--- config.mk ---
export PLATFORM = sky130hd
export DESIGN_NAME = pe_batch_sequencer
export DESIGN_NICKNAME = d
export VERILOG_FILES = /design/src/rtl/pe_batch_sequencer.sv
export SDC_FILE = /design/constraint.sdc
export NUM_CORES = 1
export LEC_CHECK = 0
export CORE_MARGIN = 5
export CORE_UTILIZATION = 50
export CTS_CLUSTER_DIAMETER = 100
export CTS_CLUSTER_SIZE = 20
export DETAILED_ROUTE_END_ITERATION = 8
export GPL_TIMING_DRIVEN = 1
export PLACE_DENSITY = 0.9
export SETUP_SLACK_MARGIN = 0.3
export SYNTH_ARGS = -nofsm -noshare
export SYNTH_HDL_FRONTEND = slang
export SYNTH_SLANG_ARGS = --single-unit
--- constraint.sdc ---
create_clock -name clk -period 2.2 [get_ports clk]
set_input_delay 0.44 -clock clk [delete_from_list [all_inputs] [get_ports clk]]
set_output_delay 0.44 -clock clk [all_outputs]
set_load 0.02 [all_outputs]
--- src/rtl/pe_batch_sequencer.sv ---
// pe_batch_sequencer
// Runs one batch of operands from the PE operand buffer through the fixed-latency
// multiply/add pipeline and writes each result back into the upper half of the
// buffer. Shares the single buffer read port with SPI host reads: the host owns
// the port while the sequencer is idle.
//
// Ports:
//   clk, rst_n                 clock, synchronous active-low reset
//   cmd_valid/cmd              host command strobe; 2'b10 START, 2'b11 ABORT
//   cmd_start/cmd_len          first operand index and operand count for START
//   host_ren/host_raddr        SPI read request and address
//   host_gnt/host_rvalid       host read accepted / host read data valid (+1 cycle)
//   buf_ren/buf_raddr          buffer read port
//   pe_en                      PE pipeline advance enable
//   res_wen/res_waddr          result write-back into slots DATA_NUM..2*DATA_NUM-1
//   busy, done, aborted        status; done/aborted are one-cycle pulses
//   err_cmd                    sticky illegal-START flag, cleared by a good START
`timescale 1ns/1ps
module pe_batch_sequencer #(
  parameter int DATA_NUM   = 16,
  parameter int ADDR_WIDTH = $clog2(2*DATA_NUM),
  parameter int PIPE_DEPTH = 3,
  parameter int CMD_WIDTH  = 2
) (
  input  logic                  clk,
  input  logic                  rst_n,
  input  logic                  cmd_valid,
  input  logic [CMD_WIDTH-1:0]  cmd,
  input  logic [ADDR_WIDTH-2:0] cmd_start,
  input  logic [ADDR_WIDTH-1:0] cmd_len,
  input  logic                  host_ren,
  input  logic [ADDR_WIDTH-1:0] host_raddr,
  output logic                  host_gnt,
  output logic                  host_rvalid,
  output logic                  buf_ren,
  output logic [ADDR_WIDTH-1:0] buf_raddr,
  output logic                  pe_en,
  output logic                  res_wen,
  output logic [ADDR_WIDTH-1:0] res_waddr,
  output logic                  busy,
  output logic                  done,
  output logic                  aborted,
  output logic                  err_cmd
);

  // One slot for the buffer read latency plus one per pipeline stage.
  localparam int SR_DEPTH = 1 + PIPE_DEPTH;

  localparam logic [CMD_WIDTH-1:0]  CMD_START = CMD_WIDTH'(2);
  localparam logic [CMD_WIDTH-1:0]  CMD_ABORT = CMD_WIDTH'(3);
  localparam logic [ADDR_WIDTH-1:0] NUM       = ADDR_WIDTH'(DATA_NUM);

  typedef enum logic [1:0] {S_IDLE, S_ISSUE, S_DRAIN} state_e;

  state_e                  state_q, state_d;
  logic [ADDR_WIDTH-2:0]   start_q, start_d;
  logic [ADDR_WIDTH-1:0]   len_q, len_d;
  logic [ADDR_WIDTH-1:0]   idx_q, idx_d;
  logic [SR_DEPTH-1:0]     sr_valid_q, sr_valid_d;
  logic [ADDR_WIDTH-1:0]   sr_idx_q [SR_DEPTH];
  logic [ADDR_WIDTH-1:0]   sr_idx_d [SR_DEPTH];
  logic                    err_q, err_d;
  logic                    done_q, done_d;
  logic                    aborted_q, aborted_d;
  logic                    host_rvalid_q, host_rvalid_d;

  logic                    is_start, is_abort, len_ok, start_ok, abort_hit;
  logic                    last_issue, drain_empty;
  logic [ADDR_WIDTH-1:0]   rd_sum, rd_addr;

  // Command decode and batch progress conditions.
  assign is_start    = cmd_valid && (cmd == CMD_START);
  assign is_abort    = cmd_valid && (cmd == CMD_ABORT);
  assign len_ok      = (cmd_len != '0) && (cmd_len <= NUM);
  assign start_ok    = is_start && (state_q == S_IDLE) && len_ok;
  assign abort_hit   = is_abort && (state_q != S_IDLE);
  assign last_issue  = (state_q == S_ISSUE) && (idx_q == len_q - ADDR_WIDTH'(1));
  // Only the tail entry may still be valid: it leaves at this edge.
  assign drain_empty = ~|sr_valid_q[SR_DEPTH-2:0];

  // Operand address wraps inside the operand half of the buffer.
  assign rd_sum  = {1'b0, start_q} + idx_q;
  assign rd_addr = (rd_sum >= NUM) ? rd_sum - NUM : rd_sum;

  // State register.
  // NOTE: sequential state uses non-blocking assignments so every flop samples
  // the pre-edge values regardless of process ordering.
  always_ff @(posedge clk) begin
    if (!rst_n) state_q <= S_IDLE;
    else        state_q <= state_d;
  end

  // Next-state logic.
  // NOTE: every combinational output gets a default first, so no path leaves a
  // signal unassigned and no latch is inferred.
  always_comb begin
    state_d = state_q;
    unique case (state_q)
      S_IDLE:  if (start_ok) state_d = S_ISSUE;
      S_ISSUE: if (abort_hit) state_d = S_IDLE;
               else if (last_issue) state_d = S_DRAIN;
      S_DRAIN: if (abort_hit || drain_empty) state_d = S_IDLE;
      default: state_d = S_IDLE;
    endcase
  end

  // Datapath next values: batch parameters, issue index, valid tracking, flags.
  always_comb begin
    start_d       = start_q;
    len_d         = len_q;
    idx_d         = idx_q;
    err_d         = err_q;
    sr_valid_d    = {sr_valid_q[SR_DEPTH-2:0], (state_q == S_ISSUE)};
    sr_idx_d      = sr_idx_q;
    sr_idx_d[0]   = idx_q;
    for (int k = 1; k < SR_DEPTH; k++) sr_idx_d[k] = sr_idx_q[k-1];

    if (start_ok) begin
      start_d = cmd_start;
      len_d   = cmd_len;
      idx_d   = '0;
      err_d   = 1'b0;
    end else if (is_start) begin
      // Bad length, or START while a batch is running.
      err_d = 1'b1;
    end

    if (state_q == S_ISSUE) idx_d = idx_q + ADDR_WIDTH'(1);
    if (abort_hit)          sr_valid_d = '0;

    done_d        = (state_q == S_DRAIN) && drain_empty && !abort_hit;
    aborted_d     = abort_hit;
    host_rvalid_d = host_gnt;
  end

  // NOTE: the index chain of the tracking shift register is reset along with
  // its valids so that every output, including res_waddr, reads 0 after reset.
  always_ff @(posedge clk) begin
    if (!rst_n) begin
      start_q       <= '0;
      len_q         <= '0;
      idx_q         <= '0;
      sr_valid_q    <= '0;
      for (int k = 0; k < SR_DEPTH; k++) sr_idx_q[k] <= '0;
      err_q         <= 1'b0;
      done_q        <= 1'b0;
      aborted_q     <= 1'b0;
      host_rvalid_q <= 1'b0;
    end else begin
      start_q       <= start_d;
      len_q         <= len_d;
      idx_q         <= idx_d;
      sr_valid_q    <= sr_valid_d;
      sr_idx_q      <= sr_idx_d;
      err_q         <= err_d;
      done_q        <= done_d;
      aborted_q     <= aborted_d;
      host_rvalid_q <= host_rvalid_d;
    end
  end

  // Outputs.
  always_comb begin
    busy      = (state_q != S_IDLE);
    pe_en     = busy;
    host_gnt  = host_ren && (state_q == S_IDLE);
    buf_ren   = 1'b0;
    buf_raddr = '0;
    unique case (state_q)
      S_IDLE: begin
        buf_ren   = host_gnt;
        buf_raddr = host_raddr;
      end
      S_ISSUE: begin
        buf_ren   = 1'b1;
        buf_raddr = rd_addr;
      end
      default: ;
    endcase
    // Results pack from slot DATA_NUM using the unwrapped issue index.
    res_wen     = sr_valid_q[SR_DEPTH-1];
    res_waddr   = res_wen ? NUM + sr_idx_q[SR_DEPTH-1] : '0;
    done        = done_q;
    aborted     = aborted_q;
    err_cmd     = err_q;
    host_rvalid = host_rvalid_q;
  end

endmodule

* Yosys cells after proc, flatten, opt, wreduce, memory -nomap -nowiden *
Cells that the tools add are included.

word-level totals
  register bits after elaboration = 44
  input bits = 20
  output and inout bits = 19

operators by class
  $add $sub $neg = 5
  $lt $le $gt $ge = 2
  eq/ne operators = 8
  mux-type cells = 11
  bitwise operators = 1
  reduce and logical (&&, ||, !) cells = 21

operators by type and width
  cell                                                                number
  5-bit two-way mux                                                   4
  1-bit logical AND                                                   10
  5-bit case mux with 2 select lines                                  1
  2-bit two-way mux                                                   4
  2-bit == test, second input constant                                3
  2-bit case mux with 3 select lines                                  1
  4-bit by 5-bit adder with 5-bit output                              1
  5-bit by 1-bit adder with 5-bit output, second input constant       1
  5-bit adder, first input constant                                   1
  5-bit == test                                                       1
  5-bit greater-or-equal comparator, second input constant            1
  5-bit <= comparator, second input constant                          1
  5-bit nonzero test                                                  1
  5-bit by 1-bit subtractor with 5-bit output, second input constant  1
  5-bit subtractor, second input constant                             1
  2-bit inequality test, second input constant                        2
  2-bit nonzero test                                                  2
  2-bit OR reduction                                                  2
  3-bit inequality test, second input constant                        1
  3-bit AND reduction                                                 1
  3-bit OR reduction                                                  1
  2-bit by 1-bit == test with 1-bit output, second input constant     1
  1-bit logical NOT                                                   2
  2-bit logical NOT                                                   1
  other kinds (3)                                                     3

* Depth between registers and ports, before layout *
  depth after elaboration = 6
  depth in mapped cells = 6

* Worst setup path before layout *
No wires, ideal clock.

  path type = reg2out
  start = register idx_q[1]
  end = output port buf_raddr[3]
  data arrival time = 1.538 ns
  required time = 1.760 ns
  slack = 0.222 ns
  stages on the path, launching flop included = 6
  cell sequence = dfxtp_1 ha_1 a21o_1 a21oi_1 xor2_1 o21ai_0

between the ends
  longest elaborated chain between the ends = 4
  elaborated cells between the ends (all ways) = 5
  those cells by class = add/sub: 2; order compare: 1; mux: 2

RTL lines
  item                                                                          RTL line  text
  start: declaration                                                            58        logic [ADDR_WIDTH-1:0] idx_q, idx_d;
  start signal: assignment                                                      152       idx_q <= idx_d;
  4-bit by 5-bit adder with 5-bit output (*)                                    82        assign rd_sum = {1'b0, start_q} + idx_q;
  5-bit subtractor / 5-bit greater-or-equal comparator (equally long branches)  83        assign rd_addr = (rd_sum >= NUM) ? rd_sum - NUM : rd_sum;
  5-bit two-way mux (*)                                                         83
  5-bit case mux with 2 select lines (*)                                        169       unique case (state_q)
  end: declaration                                                              36        output logic [ADDR_WIDTH-1:0] buf_raddr,

Mark *: on every way between the ends. The rest lies on a longest branch, timed or not.

* Worst setup path in the final report *
  start = register start_q[0]
  end = output port buf_raddr[1]

between the ends
  longest elaborated chain between the ends = 4
  elaborated cells between the ends (all ways) = 5
  those cells by class = add/sub: 2; order compare: 1; mux: 2

RTL lines
  item                                                                          RTL line  text
  start: declaration                                                            56        logic [ADDR_WIDTH-2:0] start_q, start_d;
  start signal: assignment                                                      150       start_q <= start_d;
  4-bit by 5-bit adder with 5-bit output (*)                                    82
  5-bit subtractor / 5-bit greater-or-equal comparator (equally long branches)  83
  5-bit two-way mux (*)                                                         83
  5-bit case mux with 2 select lines (*)                                        169

Marks and branches as above.

==> flow_summary.ini <==
[grt]
grt_use_total_pct = 17.0
grt_pass1_vias = 1503
antenna_found_initial = 0
overflow = 0
grt_max_degree = 20
grt_pass1_wl_mm = 6.83

[critical_path]
reg2reg_depth = 5
worstPathMaxFanout = 2
critical_path_arrival_ps = 1770
crit_path_start_kind = flip-flop
rr_endpoint = idx_q[4]
critical_path_class = reg -> out
r2r_start = state_q[0]
worstSetupEndpointType = output pin
reg2reg_slack_ps = 690
required_ps = 1760

[synthesis]
ys.flop_type = dfxtp_1
syn_area_per_cell_um2 = 9.30
synth-seq-cells = 44
synth_top_area_share_pct = 47.4
syn_area_um2 = 1860
yosysTopAreaCell = dfxtp_1
synth.most_common_cell = dfxtp_1
ys_warn_count = 0
syn_inst = 200
yosysSeqAreaShare_pct = 47.4
synth_edf_count = 0
synth_nets = 227
async_flop_share_pct = 0
synth_cell_types = 39
yosys-top-cells-count = dfxtp_1 (44), and2_1 (26), a21oi_1 (14), nand3_1 (14), inv_1 (13)
synthTopCellsByArea = dfxtp_1 (47%), and2_1 (8.7%), ha_1 (4.0%), a21oi_1 (3.8%), nand3_1 (3.8%)

[power]
combPwrFrac_pct = 11.0
power_frac_clock_pct = 35.2
powerDensity_nw_per_um2 = 605
total_power_w = 0.00151
switchingPower_w = 0.000367
p_int_w = 0.00114
leakagePower_nw = 1.08
switching_share_pct = 24.4
ir_drop_mv = 0.347
seqPwrFrac_pct = 53.8

[placed_design]
place.gp.congestion = 0.857
place_inst = 287
dpl.hpwl_mm = 2.80
placed_area_um2 = 2330
io_buffer_count = 38

[outcome]
outcome = complete, but fails checks
violations = setup timing

[timing]
whs_ps = 433
fin_ws_ps = -5.14
min_period_ps = 2210
fin_worst_skew_ps = 3.49
fin_crit_sh_pct = 100
hold_violations = 0
tightest_slew_ps = 471
clock.fmax_mhz = 453
finalSetupViolCount = 1
relSlewSlack_pct = 68.3
rsz0062_at_grt = true
final_max_slew_viol_count = 0

[detailed_routing]
route.detailed.drc = 0
drtPass1Iterations = 4
antenna_left = 0
vias = 1549
wl_per_cell_um = 13.5
routed_wl_mm = 4.03
vias_per_cell = 5.20
drtIter0Drc = 74

[finish]
drive_above_1_share_pct = 16.4
nNetsFinal = 276
stdcell_area_um2 = 2490
stdcell_count = 298
areaGrowthSynthToFinish_pct = 33.8
antenna_cells = 0

[floorplanning]
pin_count = 39
fp.dieW_um = 71.0
row_count = 22
die_h_um = 71.0
dieArea_um2 = 5040
start_util_pct = 51.2
core_area_um2 = 3630

[worst_hold_path]
hold_end = sr_valid_q[1]
hp-class = reg -> reg
whs_path_depth = 2
min_from = sr_valid_q[0]

[clock_tree]
clk_pin_slew_ps = 80
cts_buffers = 5
clk_path_buf_depth = 2
cts_sinks = 44
cts_hold_buffers = 0
cts_tree = built
htreeDepth = 2
clkLatencyLatePin_ps = 300
clockRootBuffer = clkbuf_8

[job]
maxCapViolCount = 0
## per-layer routing
metal	track usage [%]	vias up	wire length (µm)
met1	20.7	722	1680
met3	3.98	10	259
met5	0	-	0
li1	-	766	-
met2	28.7	51	2010
met4	6.89	0	87
## state kept, by name (all words and copies together) (netlist names)
register and cells:
sr_idx_d 15, idx_q 5, sr_idx_q 5, done 1, err_cmd 1, host_rvalid 1
aborted 1, state_q 2, start_q 4, len_q 5, sr_valid_q 4
## worst max path at each step
| stage | cells after the start | from | end |
|---|---|---|---|
| finish | 7 | start_q[0] | buf_raddr[1] |
| global route | 7 | start_q[0] | buf_raddr[1] |
| CTS | 7 | start_q[0] | buf_raddr[1] |
| detailed placement | 7 | idx_q[0] | buf_raddr[2] |
| global placement | 7 | start_q[0] | buf_raddr[2] |
| floorplan | 6 | idx_q[0] | buf_raddr[1] |
## logic make-up after synthesis
group / count (synthesis) / synth area share (%)
AND/OR/NAND/NOR: 73 / 22.1
flip-flops: 44 / 47.4
AO/OA/AOI/OAI: 39 / 11.8
buffers and inverters: 23 / 5.65
XOR/XNOR: 11 / 6.39
adder cells (fa/ha/maj): 7 / 5.11
multiplexers: 3 / 1.62
## timing repair
action,4_1_cts,5_1_grt
gates resized for setup,32,12
pin swaps,5,9
setup endpoints to repair,9,16
setup buffers,1,2
## worst max-delay path, stage by stage (launching register included)
cell	delay (ps)
dfxtp_2	360
ha_4	140
inv_2	30
fa_1	480
inv_1	40
mux2i_1	170
nor2_1	80
buf_4	170
## area by class of cell
cell class                      count  area [µm²]
Clock inverter                      2        15.0
Sequential cell                    44         893
Fill cell                         285        1150
Multi-Input combinational cell    133         912
Tap cell                           48        60.1
Inverter                           13        48.8
Clock buffer                        6        82.6
Timing Repair Buffer               52         475
## placed cells by master (no fill, tap or decap), types with 4 or more instances in the layout
cell,n
dfxtp_1,38
and2_1,26
clkdlybuf4s50_1,24
buf_4,17
nand3_1,14
a21oi_1,13
inv_1,12
nor2_1,11
o21ai_1,11
nand2_1,6
clkbuf_8,6
xnor2_1,5
dlymetal6s2s_1,5
o21ai_0,4
ha_1,4
dfxtp_2,4
dlygate4sd2_1,4
## power groups by stage
| stage | Clock, W | Combinational, W | Sequential, W |
|---|---|---|---|
| after floorplan | 0 | 0.0000816 | 0.000830 |
| after global placement | 0 | 0.000162 | 0.000829 |
| after detailed placement | 0 | 0.000165 | 0.000830 |
| after CTS | 0.000536 | 0.000162 | 0.000811 |
| after global routing | 0.000575 | 0.000179 | 0.000812 |
| final | 0.000530 | 0.000166 | 0.000810 |
## through the flow
| stage | setup WS [ps] | util [%] | TNS [ps] |
|---|---|---|---|
| 3_5_place_dp | -127 | 64.1 | -298 |
| 3_3_place_gp | -74.7 | 64.1 | -113 |
| 5_1_grt | -96.4 | 68.5 | -163 |
| 2_1_floorplan | 331 | - | 0 |
| 4_1_cts | -32.0 | 67.3 | -32.0 |
| 6_report | -5.14 | 68.5 | -5.14 |
Power figures use the tool's default switching activity.
